==> config.mk <==
export PLATFORM = sky130hd
export DESIGN_NAME = mc_controller_flat
export DESIGN_NICKNAME = d
export VERILOG_FILES = /design/src/rtl/mc_pkg.sv /design/src/rtl/mc_controller_if.sv /design/src/rtl/mc_aludec.sv /design/src/rtl/mc_controller.sv /design/src/flat_wrapper.sv
export SDC_FILE = /design/constraint.sdc
export NUM_CORES = 1
export LEC_CHECK = 0
export BUFFER_PORTS_ARGS = -buffer_cell sky130_fd_sc_hd__buf_2
export CAP_MARGIN = 10
export CORE_MARGIN = 2
export CORE_UTILIZATION = 42
export CTS_CLUSTER_DIAMETER = 150
export CTS_CLUSTER_SIZE = 16
export DETAILED_ROUTE_END_ITERATION = 7
export GPL_TIMING_DRIVEN = 0
export PLACE_DENSITY = 0.85
export SYNTH_ARGS = -nofsm -noshare
export SYNTH_HDL_FRONTEND = slang
export SYNTH_SLANG_ARGS = --single-unit
==> constraint.sdc <==
create_clock -name clk -period 2.3 [get_ports clk]
set_clock_uncertainty 0.1 [all_clocks]
set_input_delay 0.46 -clock clk [delete_from_list [all_inputs] [get_ports clk]]
set_output_delay 0.46 -clock clk [all_outputs]
set_load 0.01 [all_outputs]
==> src/rtl/mc_pkg.sv <==
// Multicycle controller shared definitions: FSM states, opcode/funct
// constants, ALU control and datapath mux encodings, control bundle.
package mc_pkg;

    localparam int unsigned OP_W      = 6;
    localparam int unsigned FUNCT_W   = 6;
    localparam int unsigned STATE_W   = 4;
    localparam int unsigned ALUCTRL_W = 3;
    localparam int unsigned SEL_W     = 2;
    localparam int unsigned ALUOP_W   = 2;

    typedef enum logic [STATE_W-1:0] {
        S_FETCH  = 4'd0,
        S_DECODE = 4'd1,
        S_MEMADR = 4'd2,
        S_MEMRD  = 4'd3,
        S_MEMWB  = 4'd4,
        S_MEMWR  = 4'd5,
        S_EXEC   = 4'd6,
        S_ALUWB  = 4'd7,
        S_BRANCH = 4'd8,
        S_ADDIEX = 4'd9,
        S_ADDIWB = 4'd10,
        S_JUMP   = 4'd11
    } state_t;

    localparam logic [OP_W-1:0] OP_RTYPE = 6'b000000;
    localparam logic [OP_W-1:0] OP_LW    = 6'b100011;
    localparam logic [OP_W-1:0] OP_SW    = 6'b101011;
    localparam logic [OP_W-1:0] OP_BEQ   = 6'b000100;
    localparam logic [OP_W-1:0] OP_ADDI  = 6'b001000;
    localparam logic [OP_W-1:0] OP_J     = 6'b000010;

    localparam logic [FUNCT_W-1:0] FN_ADD = 6'b100000;
    localparam logic [FUNCT_W-1:0] FN_SUB = 6'b100010;
    localparam logic [FUNCT_W-1:0] FN_AND = 6'b100100;
    localparam logic [FUNCT_W-1:0] FN_OR  = 6'b100101;
    localparam logic [FUNCT_W-1:0] FN_SLT = 6'b101010;

    localparam logic [ALUCTRL_W-1:0] ALU_ADD = 3'b010;
    localparam logic [ALUCTRL_W-1:0] ALU_SUB = 3'b110;
    localparam logic [ALUCTRL_W-1:0] ALU_AND = 3'b000;
    localparam logic [ALUCTRL_W-1:0] ALU_OR  = 3'b001;
    localparam logic [ALUCTRL_W-1:0] ALU_SLT = 3'b111;

    localparam logic [SEL_W-1:0] SRCB_REG  = 2'b00;
    localparam logic [SEL_W-1:0] SRCB_FOUR = 2'b01;
    localparam logic [SEL_W-1:0] SRCB_IMM  = 2'b10;
    localparam logic [SEL_W-1:0] SRCB_IMM2 = 2'b11;

    localparam logic [SEL_W-1:0] PC_ALU    = 2'b00;
    localparam logic [SEL_W-1:0] PC_ALUOUT = 2'b01;
    localparam logic [SEL_W-1:0] PC_JUMP   = 2'b10;

    // aluop selects between fixed add, fixed sub and funct-driven decode
    localparam logic [ALUOP_W-1:0] ALUOP_ADD   = 2'b00;
    localparam logic [ALUOP_W-1:0] ALUOP_SUB   = 2'b01;
    localparam logic [ALUOP_W-1:0] ALUOP_FUNCT = 2'b10;

    typedef struct packed {
        logic             iord;
        logic             irwrite;
        logic             memwrite;
        logic             regwrite;
        logic             regdst;
        logic             memtoreg;
        logic             alusrca;
        logic [SEL_W-1:0] alusrcb;
        logic [SEL_W-1:0] pcsrc;
        logic             pcwrite;
        logic             branch;
        logic             instr_done;
        logic             illegal;
    } ctrl_t;

endpackage

==> src/rtl/mc_controller_if.sv <==
// Controller <-> datapath bundle.
//   master: datapath side (drives op/funct/zero, consumes controls)
//   slave : controller side (consumes op/funct/zero, drives controls)
interface mc_controller_if;
    import mc_pkg::*;

    logic [OP_W-1:0]      op;
    logic [FUNCT_W-1:0]   funct;
    logic                 zero;
    logic                 iord;
    logic                 irwrite;
    logic                 memwrite;
    logic                 regwrite;
    logic                 regdst;
    logic                 memtoreg;
    logic                 alusrca;
    logic [SEL_W-1:0]     alusrcb;
    logic [SEL_W-1:0]     pcsrc;
    logic [ALUCTRL_W-1:0] aluctrl;
    logic                 pcen;
    logic                 instr_done;
    logic                 illegal;
    logic [STATE_W-1:0]   state;

    modport master (
        output op, funct, zero,
        input  iord, irwrite, memwrite, regwrite, regdst, memtoreg, alusrca,
               alusrcb, pcsrc, aluctrl, pcen, instr_done, illegal, state
    );

    modport slave (
        input  op, funct, zero,
        output iord, irwrite, memwrite, regwrite, regdst, memtoreg, alusrca,
               alusrcb, pcsrc, aluctrl, pcen, instr_done, illegal, state
    );
endinterface

==> src/rtl/mc_aludec.sv <==
// ALU control decode.
//   aluop    : 00 add, 01 sub, 10 use funct
//   funct    : R-type function field
//   aluctrl  : ALU operation select
//   funct_ok : funct is a supported R-type function (independent of aluop)
module mc_aludec
    import mc_pkg::*;
(
    input  logic [ALUOP_W-1:0]   aluop,
    input  logic [FUNCT_W-1:0]   funct,
    output logic [ALUCTRL_W-1:0] aluctrl,
    output logic                 funct_ok
);

    logic [ALUCTRL_W-1:0] funct_ctrl;

    // funct field decode; unsupported codes fall back to add
    always_comb begin
        funct_ctrl = ALU_ADD;
        funct_ok   = 1'b1;
        case (funct)
            FN_ADD:  funct_ctrl = ALU_ADD;
            FN_SUB:  funct_ctrl = ALU_SUB;
            FN_AND:  funct_ctrl = ALU_AND;
            FN_OR:   funct_ctrl = ALU_OR;
            FN_SLT:  funct_ctrl = ALU_SLT;
            default: funct_ok   = 1'b0;
        endcase
    end

    always_comb begin
        aluctrl = ALU_ADD;
        case (aluop)
            ALUOP_SUB:   aluctrl = ALU_SUB;
            ALUOP_FUNCT: aluctrl = funct_ctrl;
            default:     aluctrl = ALU_ADD;
        endcase
    end

endmodule

==> src/rtl/mc_controller.sv <==
// Multicycle MIPS-style main controller.
//   clk, reset : clock, asynchronous active-high reset
//   bus        : slave side of mc_controller_if (op/funct/zero in;
//                mux selects, write enables, aluctrl, pcen, instr_done,
//                illegal and debug state out)
// Controls are decoded from the state register; only pcen also looks at
// the ALU zero flag.
module mc_controller
    import mc_pkg::*;
#(
    parameter bit SUPPORT_ADDI = 1'b1
) (
    input  logic            clk,
    input  logic            reset,
    mc_controller_if.slave  bus
);

    state_t               state_q;
    state_t               state_d;
    ctrl_t                ctrl;
    logic [ALUOP_W-1:0]   aluop;
    logic [ALUCTRL_W-1:0] aluctrl;
    logic                 funct_ok;
    logic                 op_legal;

    mc_aludec u_aludec (
        .aluop    (aluop),
        .funct    (bus.funct),
        .aluctrl  (aluctrl),
        .funct_ok (funct_ok)
    );

    // Opcode legality; R-type additionally requires a supported funct
    always_comb begin
        op_legal = 1'b0;
        case (bus.op)
            OP_LW, OP_SW, OP_BEQ, OP_J: op_legal = 1'b1;
            OP_RTYPE:                   op_legal = funct_ok;
            OP_ADDI:                    op_legal = SUPPORT_ADDI;
            default:                    op_legal = 1'b0;
        endcase
    end

    // State register
    always_ff @(posedge clk or posedge reset) begin
        if (reset) begin
            state_q <= S_FETCH;
        end else begin
            state_q <= state_d;
        end
    end

    // Next state; unknown encodings and terminal states return to FETCH
    always_comb begin
        state_d = S_FETCH;
        case (state_q)
            S_FETCH: state_d = S_DECODE;
            S_DECODE: begin
                if (op_legal) begin
                    case (bus.op)
                        OP_LW, OP_SW: state_d = S_MEMADR;
                        OP_RTYPE:     state_d = S_EXEC;
                        OP_BEQ:       state_d = S_BRANCH;
                        OP_ADDI:      state_d = S_ADDIEX;
                        OP_J:         state_d = S_JUMP;
                        default:      state_d = S_FETCH;
                    endcase
                end
            end
            S_MEMADR: begin
                if (bus.op == OP_LW) begin
                    state_d = S_MEMRD;
                end else if (bus.op == OP_SW) begin
                    state_d = S_MEMWR;
                end
            end
            S_MEMRD:  state_d = S_MEMWB;
            S_EXEC:   state_d = S_ALUWB;
            S_ADDIEX: state_d = S_ADDIWB;
            default:  state_d = S_FETCH;
        endcase
    end

    // Output decode; illegal opcodes report through illegal, not instr_done
    always_comb begin
        ctrl  = '0;
        aluop = ALUOP_ADD;
        case (state_q)
            S_FETCH: begin
                ctrl.irwrite = 1'b1;
                ctrl.alusrcb = SRCB_FOUR;
                ctrl.pcsrc   = PC_ALU;
                ctrl.pcwrite = 1'b1;
            end
            S_DECODE: begin
                ctrl.alusrcb = SRCB_IMM2;
                ctrl.illegal = ~op_legal;
            end
            S_MEMADR, S_ADDIEX: begin
                ctrl.alusrca = 1'b1;
                ctrl.alusrcb = SRCB_IMM;
            end
            S_MEMRD: ctrl.iord = 1'b1;
            S_MEMWB: begin
                ctrl.memtoreg   = 1'b1;
                ctrl.regwrite   = 1'b1;
                ctrl.instr_done = 1'b1;
            end
            S_MEMWR: begin
                ctrl.iord       = 1'b1;
                ctrl.memwrite   = 1'b1;
                ctrl.instr_done = 1'b1;
            end
            S_EXEC: begin
                ctrl.alusrca = 1'b1;
                ctrl.alusrcb = SRCB_REG;
                aluop        = ALUOP_FUNCT;
            end
            S_ALUWB: begin
                ctrl.regdst     = 1'b1;
                ctrl.regwrite   = 1'b1;
                ctrl.instr_done = 1'b1;
            end
            S_BRANCH: begin
                ctrl.alusrca    = 1'b1;
                ctrl.alusrcb    = SRCB_REG;
                ctrl.pcsrc      = PC_ALUOUT;
                ctrl.branch     = 1'b1;
                ctrl.instr_done = 1'b1;
                aluop           = ALUOP_SUB;
            end
            S_ADDIWB: begin
                ctrl.regwrite   = 1'b1;
                ctrl.instr_done = 1'b1;
            end
            S_JUMP: begin
                ctrl.pcsrc      = PC_JUMP;
                ctrl.pcwrite    = 1'b1;
                ctrl.instr_done = 1'b1;
            end
            default: ctrl = '0;
        endcase
        // Reset holds FETCH selects but suppresses every enable and pulse
        if (reset) begin
            ctrl.irwrite    = 1'b0;
            ctrl.memwrite   = 1'b0;
            ctrl.regwrite   = 1'b0;
            ctrl.pcwrite    = 1'b0;
            ctrl.branch     = 1'b0;
            ctrl.instr_done = 1'b0;
            ctrl.illegal    = 1'b0;
        end
    end

    assign bus.iord       = ctrl.iord;
    assign bus.irwrite    = ctrl.irwrite;
    assign bus.memwrite   = ctrl.memwrite;
    assign bus.regwrite   = ctrl.regwrite;
    assign bus.regdst     = ctrl.regdst;
    assign bus.memtoreg   = ctrl.memtoreg;
    assign bus.alusrca    = ctrl.alusrca;
    assign bus.alusrcb    = ctrl.alusrcb;
    assign bus.pcsrc      = ctrl.pcsrc;
    assign bus.aluctrl    = aluctrl;
    assign bus.pcen       = ctrl.pcwrite | (ctrl.branch & bus.zero);
    assign bus.instr_done = ctrl.instr_done;
    assign bus.illegal    = ctrl.illegal;
    assign bus.state      = STATE_W'(state_q);

endmodule

==> src/flat_wrapper.sv <==
// flat-port wrapper written by rule: the top's interface ports become plain ports
module mc_controller_flat import mc_pkg::*;
#(
    parameter bit SUPPORT_ADDI = 1'b1
)
  (clk, reset, bus_op, bus_funct, bus_zero, bus_iord, bus_irwrite, bus_memwrite, bus_regwrite, bus_regdst, bus_memtoreg, bus_alusrca, bus_alusrcb, bus_pcsrc, bus_aluctrl, bus_pcen, bus_instr_done, bus_illegal, bus_state);
  mc_controller_if bus_i ();
  input  logic clk;
  input  logic reset;
  input wire logic [$bits(bus_i.op)-1:0] bus_op;
  input wire logic [$bits(bus_i.funct)-1:0] bus_funct;
  input wire logic [$bits(bus_i.zero)-1:0] bus_zero;
  output wire logic [$bits(bus_i.iord)-1:0] bus_iord;
  output wire logic [$bits(bus_i.irwrite)-1:0] bus_irwrite;
  output wire logic [$bits(bus_i.memwrite)-1:0] bus_memwrite;
  output wire logic [$bits(bus_i.regwrite)-1:0] bus_regwrite;
  output wire logic [$bits(bus_i.regdst)-1:0] bus_regdst;
  output wire logic [$bits(bus_i.memtoreg)-1:0] bus_memtoreg;
  output wire logic [$bits(bus_i.alusrca)-1:0] bus_alusrca;
  output wire logic [$bits(bus_i.alusrcb)-1:0] bus_alusrcb;
  output wire logic [$bits(bus_i.pcsrc)-1:0] bus_pcsrc;
  output wire logic [$bits(bus_i.aluctrl)-1:0] bus_aluctrl;
  output wire logic [$bits(bus_i.pcen)-1:0] bus_pcen;
  output wire logic [$bits(bus_i.instr_done)-1:0] bus_instr_done;
  output wire logic [$bits(bus_i.illegal)-1:0] bus_illegal;
  output wire logic [$bits(bus_i.state)-1:0] bus_state;
  assign bus_i.op = bus_op;
  assign bus_i.funct = bus_funct;
  assign bus_i.zero = bus_zero;
  assign bus_iord = bus_i.iord;
  assign bus_irwrite = bus_i.irwrite;
  assign bus_memwrite = bus_i.memwrite;
  assign bus_regwrite = bus_i.regwrite;
  assign bus_regdst = bus_i.regdst;
  assign bus_memtoreg = bus_i.memtoreg;
  assign bus_alusrca = bus_i.alusrca;
  assign bus_alusrcb = bus_i.alusrcb;
  assign bus_pcsrc = bus_i.pcsrc;
  assign bus_aluctrl = bus_i.aluctrl;
  assign bus_pcen = bus_i.pcen;
  assign bus_instr_done = bus_i.instr_done;
  assign bus_illegal = bus_i.illegal;
  assign bus_state = bus_i.state;
  mc_controller #(.SUPPORT_ADDI(SUPPORT_ADDI)) u_core (.clk(clk), .reset(reset), .bus(bus_i));
endmodule
After elaboration in Yosys (flattened, before gate mapping):

Cells that the tools add are included.

* flip-flop bits (word level): 4
* latch bits: 0
* bits in writable memories: 0
* ROM bits: 0
* input port bits: 15
* memories kept: 0

* add/subtract/negate cells: 0
* $mul: 0
* divide/modulo/power cells: 0
* order comparisons: 0
* equality and inequality tests: 23
* shift operators: 0
* muxes and demuxes: 25
* bitwise gates (word level): 3
* reductions and logical operators: 11

Operators with widths (count)
* 6-bit == test (second input constant): 7
* 4-bit case mux with 6 select lines: 1
* 4-bit case mux with 5 select lines: 1
* 4-bit by 3-bit == test with 1-bit output (second input constant): 4
* 4-bit == test (second input constant): 4
* 1-bit 2-to-1 mux: 12
* 4-bit 2-to-1 mux: 3
* 3-bit case mux with 4 select lines: 1
* 5-bit OR reduction: 2
* 4-bit by 2-bit == test with 1-bit output (second input constant): 2
* 2-bit case mux with 2 select lines: 2
* 2-bit OR reduction: 4
* 6-bit by 2-bit == test with 1-bit output (second input constant): 1
* 6-bit by 3-bit == test with 1-bit output (second input constant): 1
* 6-bit by 4-bit == test with 1-bit output (second input constant): 1
* 6-bit logical NOT: 1
* 3-bit 2-to-1 mux: 2
* 2-bit case mux with 3 select lines: 1
* 3-bit case mux with 2 select lines: 1
* 6-bit OR reduction: 1
* 4-bit by 1-bit == test with 1-bit output (second input constant): 1
* 4-bit logical NOT: 1
* 4-bit OR reduction: 1
* 3-bit OR reduction: 1
* 6 further kinds: 6

Logic depth before layout (Yosys ltp):

* depth after elaboration: 9
* depth in mapped cells: 7
* depth with buffers taken out: 6

Modules after synthesis:

A second synthesis with hierarchy kept.

* cells, all modules: 87
* area total of the unflattened synthesis: 660.6 µm²

By module, submodules not included
* mc_controller: instances 1, cells an instance 69, area an instance 493.0 µm², sequential area each 100.1 µm²
* mc_aludec: instances 1, cells an instance 18, area an instance 167.7 µm², sequential area each 0.0 µm²

Least setup slack after synthesis:

No wires, ideal clock.

* path kind: reg-to-output
* start: register u_core.state_q[1] (netlist: u_core.bus.state[1])
* end: output bus_aluctrl[1]
* data arrival time: 1.818 ns
* slack: -0.078 ns
* stages on the path, launching flop included: 6
* cells stage by stage: dfrtp_1 > clkbuf_1 > nor3_1 > inv_1 > ha_1 > a211o_1

* longest elaborated chain between the ends: 4

Ends and longest elaborated chain
* from (decl): RTL line mc_controller.sv:18 `state_t state_q;`
* from (signal assigned): RTL line mc_controller.sv:49 `state_q <= state_d;`
* 4-bit == test or 4-bit by 3-bit == test with 1-bit output (tied branches): RTL line mc_controller.sv:88 `case (state_q)`
* 2-bit case mux with 2 select lines (*): RTL line mc_controller.sv:88
* 2-bit == test or 2-bit by 1-bit == test with 1-bit output (tied branches): RTL line mc_aludec.sv:33 `case (aluop)`
* 3-bit case mux with 2 select lines (*): RTL line mc_aludec.sv:33
* to (decl): RTL line flat_wrapper.sv:22 `output wire logic [$bits(bus_i.aluctrl)-1:0] bus_aluctrl;`

Every way passes the cells marked *; elsewhere a longest branch is shown, timed or not.

Worst setup path in the final report:

* start: register u_core.state_q[3] (netlist: u_core.bus.state[3])
* end: output bus_aluctrl[1]

The elaborated chain is that of the path after synthesis.

==> results_dict.tcl <==
set metrics [dict create \
    start_util 0.458 \
    tritoncts "yes" \
    synthesis.instances 85 \
    cts_num_sinks 4 \
    violations "negative setup slack" \
    drt-met1-wl_um 756 \
    placementRows 13 \
    synth_area_um2 611 \
    status "finished, violations left" \
    placed_area_um2 805 \
    leakage_nw 0.456 \
    grt_max_degree 11 \
    power.density_nw_per_um2 597 \
    p_int_mw 0.311 \
    die_h_um 42.1 \
    slew_headroom 0.704 \
    p_seq_frac 0.177 \
    grt.total_usage 0.218 \
    period_share 1.01 \
    antenna_cells 0 \
    p_sw_mw 0.254 \
    finalNonFillerCells 143 \
    dr.max_layer_used "met4" \
    grt_pass1_vias 722 \
    yosysTopAreaCellShare 0.164 \
    vias 791 \
    period_minus_slack_ns 2.32 \
    path_clk_slew_ns 0.05 \
    cp.required_ns 1.74 \
    firstDrtPassIters 4 \
    setup_slack_ns -0.0224 \
    cts-root-buf "clkbuf_4" \
    max_freq_mhz 431 \
    gp_congestion 0.807 \
    cts_buffer_depth 2 \
    yosys_warnings 0 \
    synthFlopType "dfrtp_1" \
    grt_pass1_wl_um 3000 \
    die_area_um2 1770 \
    yosysSeqAreaShare 0.164 \
    final_cell_area_um2 947 \
    synth_edf_count 0 \
    nets 147 \
    hold_slack_ns 0.0455 \
    ant_nets 0 \
    setup_viol 1 \
    hold_path_class "primary input to asynchronous set/reset pin" \
    synth_area_per_cell_um2 7.18 \
    routedWlPerCell_um 13.2 \
    power.clock.fraction 0.171 \
    overflow 0 \
    cp-end-kind "primary output" \
    netlist_top_cells_area "dfrtp_1 (16%), nand2b_1 (7.2%), nor3_1 (6.6%)" \
    swShare 0.450 \
    ys_top_cells_by_count "nor2_1 (8), nor3_1 (8), a21oi_1 (7), nand2b_1 (7)" \
    crit_arrival_ns 1.76 \
    slew_viol_final 0 \
    pin_count 36 \
    die_x_um 42.1 \
    io_buffer_count 34 \
    tightest_slew_ns 0.441 \
    drive_above_1_share 0.484 \
    fillerInstances 115 \
    wl_met3_um 147 \
    drt-vias-per-instance 5.53 \
    maxCapViolations 0 \
    ir_drop_mv 0.398 \
    fp.coreArea_um2 1330 \
    drc_errors 0 \
    hold_viol_final 0 \
    clk_latency_ns 0.26 \
    area_delta_synth_final_pct 55.1 \
    routed_wl_um 1880 \
    cts-buffers-inserted 3 \
    synth_seq_cells 4 \
    synth_cell_types 37 \
    finalPower_mw 0.565 \
    antenna_found_initial 0 \
    synth_nets 102 \
    pwr-share-comb 0.652 \
    path_class "register to primary output" \
    rsz0062_at_grt "true" \
    dp_cells 134 \
    crit_path_max_fanout 2 \
    largest_reg_flops 4 \
    synthArstFlopShare 1.00 \
    route.met2.wl_um 955 \
    htreeDepth 1 \
    synth_top_cell_by_area "dfrtp_1" \
    drtIter0Drc 23 \
    hpwl_um 1250 \
    start_kind "register" \
]
-- per-layer routing --
layer | track usage | vias up
met5 | 0 | -
met4 | 0.0875 | 0
met3 | 0.0733 | 4
met2 | 0.369 | 39
met1 | 0.251 | 352
li1 | - | 396
-- stage by stage --
stage	setup slack [ns]	setup TNS (ns)	utilization
3_5_place_dp	-0.116	-0.116	0.603
5_1_grt	-0.0738	-0.123	0.710
6_report	-0.0224	-0.0224	0.710
2_1_floorplan	0.0388	0	-
3_3_place_gp	-0.0892	-0.0892	0.603
4_1_cts	0.0144	0	0.690
-- layout by cell type (no fill, tap or decap), types with 2 or more instances in the layout --
cell	Yosys	routed
buf_4	0	7
nand3_1	2	2
o21ai_0	3	3
nor3_4	1	2
o21bai_1	2	2
nand2b_1	7	5
xnor2_1	2	2
inv_1	4	3
nor4_1	2	2
mux2i_1	2	2
or4_4	1	2
a211o_1	2	2
nor3_1	8	7
nor2_1	8	8
clkbuf_4	0	3
dfrtp_1	4	3
nand2_1	4	4
buf_2	1	33
buf_6	0	2
nor3b_1	3	3
clkbuf_2	1	2
nand2b_4	0	2
a21oi_1	7	6
-- power by group through the flow --
stage          clock network, mW  logic (mW)  registers, mW
6_report                  0.0965       0.369          0.100
5_1_grt                    0.107       0.397          0.101
4_1_cts                   0.0895       0.340         0.0969
3_5_place_dp                   0       0.305         0.0987
3_3_place_gp                   0       0.298         0.0976
2_1_floorplan                  0       0.195          0.103
-- critical path, cell delays in order (launching register included) --
cell and delay (ns):
dfrtp_1 0.39, clkbuf_8 0.14, nand2b_4 0.13, or2_4 0.24, inv_4 0.06, ha_4 0.18, a211o_1 0.22, buf_2 0.14
-- path summary, 6_finish.rpt --
path | from | to | slack, ns | cells after the start
max in group asynchronous | reset | u_core.bus.state[2]$_DFF_PP0_ | 1.88 | 2
max reg2reg | u_core.bus.state[2]$_DFF_PP0_ | u_core.bus.state[2]$_DFF_PP0_ | 0.68 | 6
min in group clk | bus_op[0] | u_core.bus.state[1]$_DFF_PP0_ | 0.49 | 4
min reg2reg | u_core.bus.state[2]$_DFF_PP0_ | u_core.bus.state[1]$_DFF_PP0_ | 0.59 | 2
max | u_core.bus.state[3]$_DFF_PP0_ | bus_aluctrl[1] | -0.02 | 7
min | reset | u_core.bus.state[1]$_DFF_PP0_ | 0.05 | 2
-- kinds of logic (layout without fill, tap and decap cells) --
kind of cell / count (synthesis) / count (layout) / synth area share
xor gates and xnor gates: 3 / 3 / 0.0430
muxes: 2 / 2 / 0.0328
AOI/OAI and AO/OA: 23 / 23 / 0.266
buffers and inverters: 9 / 52 / 0.0594
DFF: 4 / 4 / 0.164
adders and majority gates: 2 / 2 / 0.0410
and+or+nand+nor: 42 / 42 / 0.393
-- cell type report --
cell class / count / area, um^2 / share of cell area
multi-input cells: 72 / 523 / 0.552
repair buffers: 40 / 221 / 0.234
inverters: 4 / 17.5 / 0.0185
plain buffers: 5 / 42.5 / 0.0449
flip-flops and latches: 4 / 101 / 0.107
well taps: 15 / 18.8 / 0.0198
clock buffers: 3 / 22.5 / 0.0238
-- what timing repair did --
item                       CTS  global route
setup endpoints to repair    4             6
gates resized for setup     12            12
gates cloned                 0             0
pin swaps                    3             1
hold buffers                 0             0
setup buffers                6             0
No activity file was read; power rests on OpenSTA's default activity.
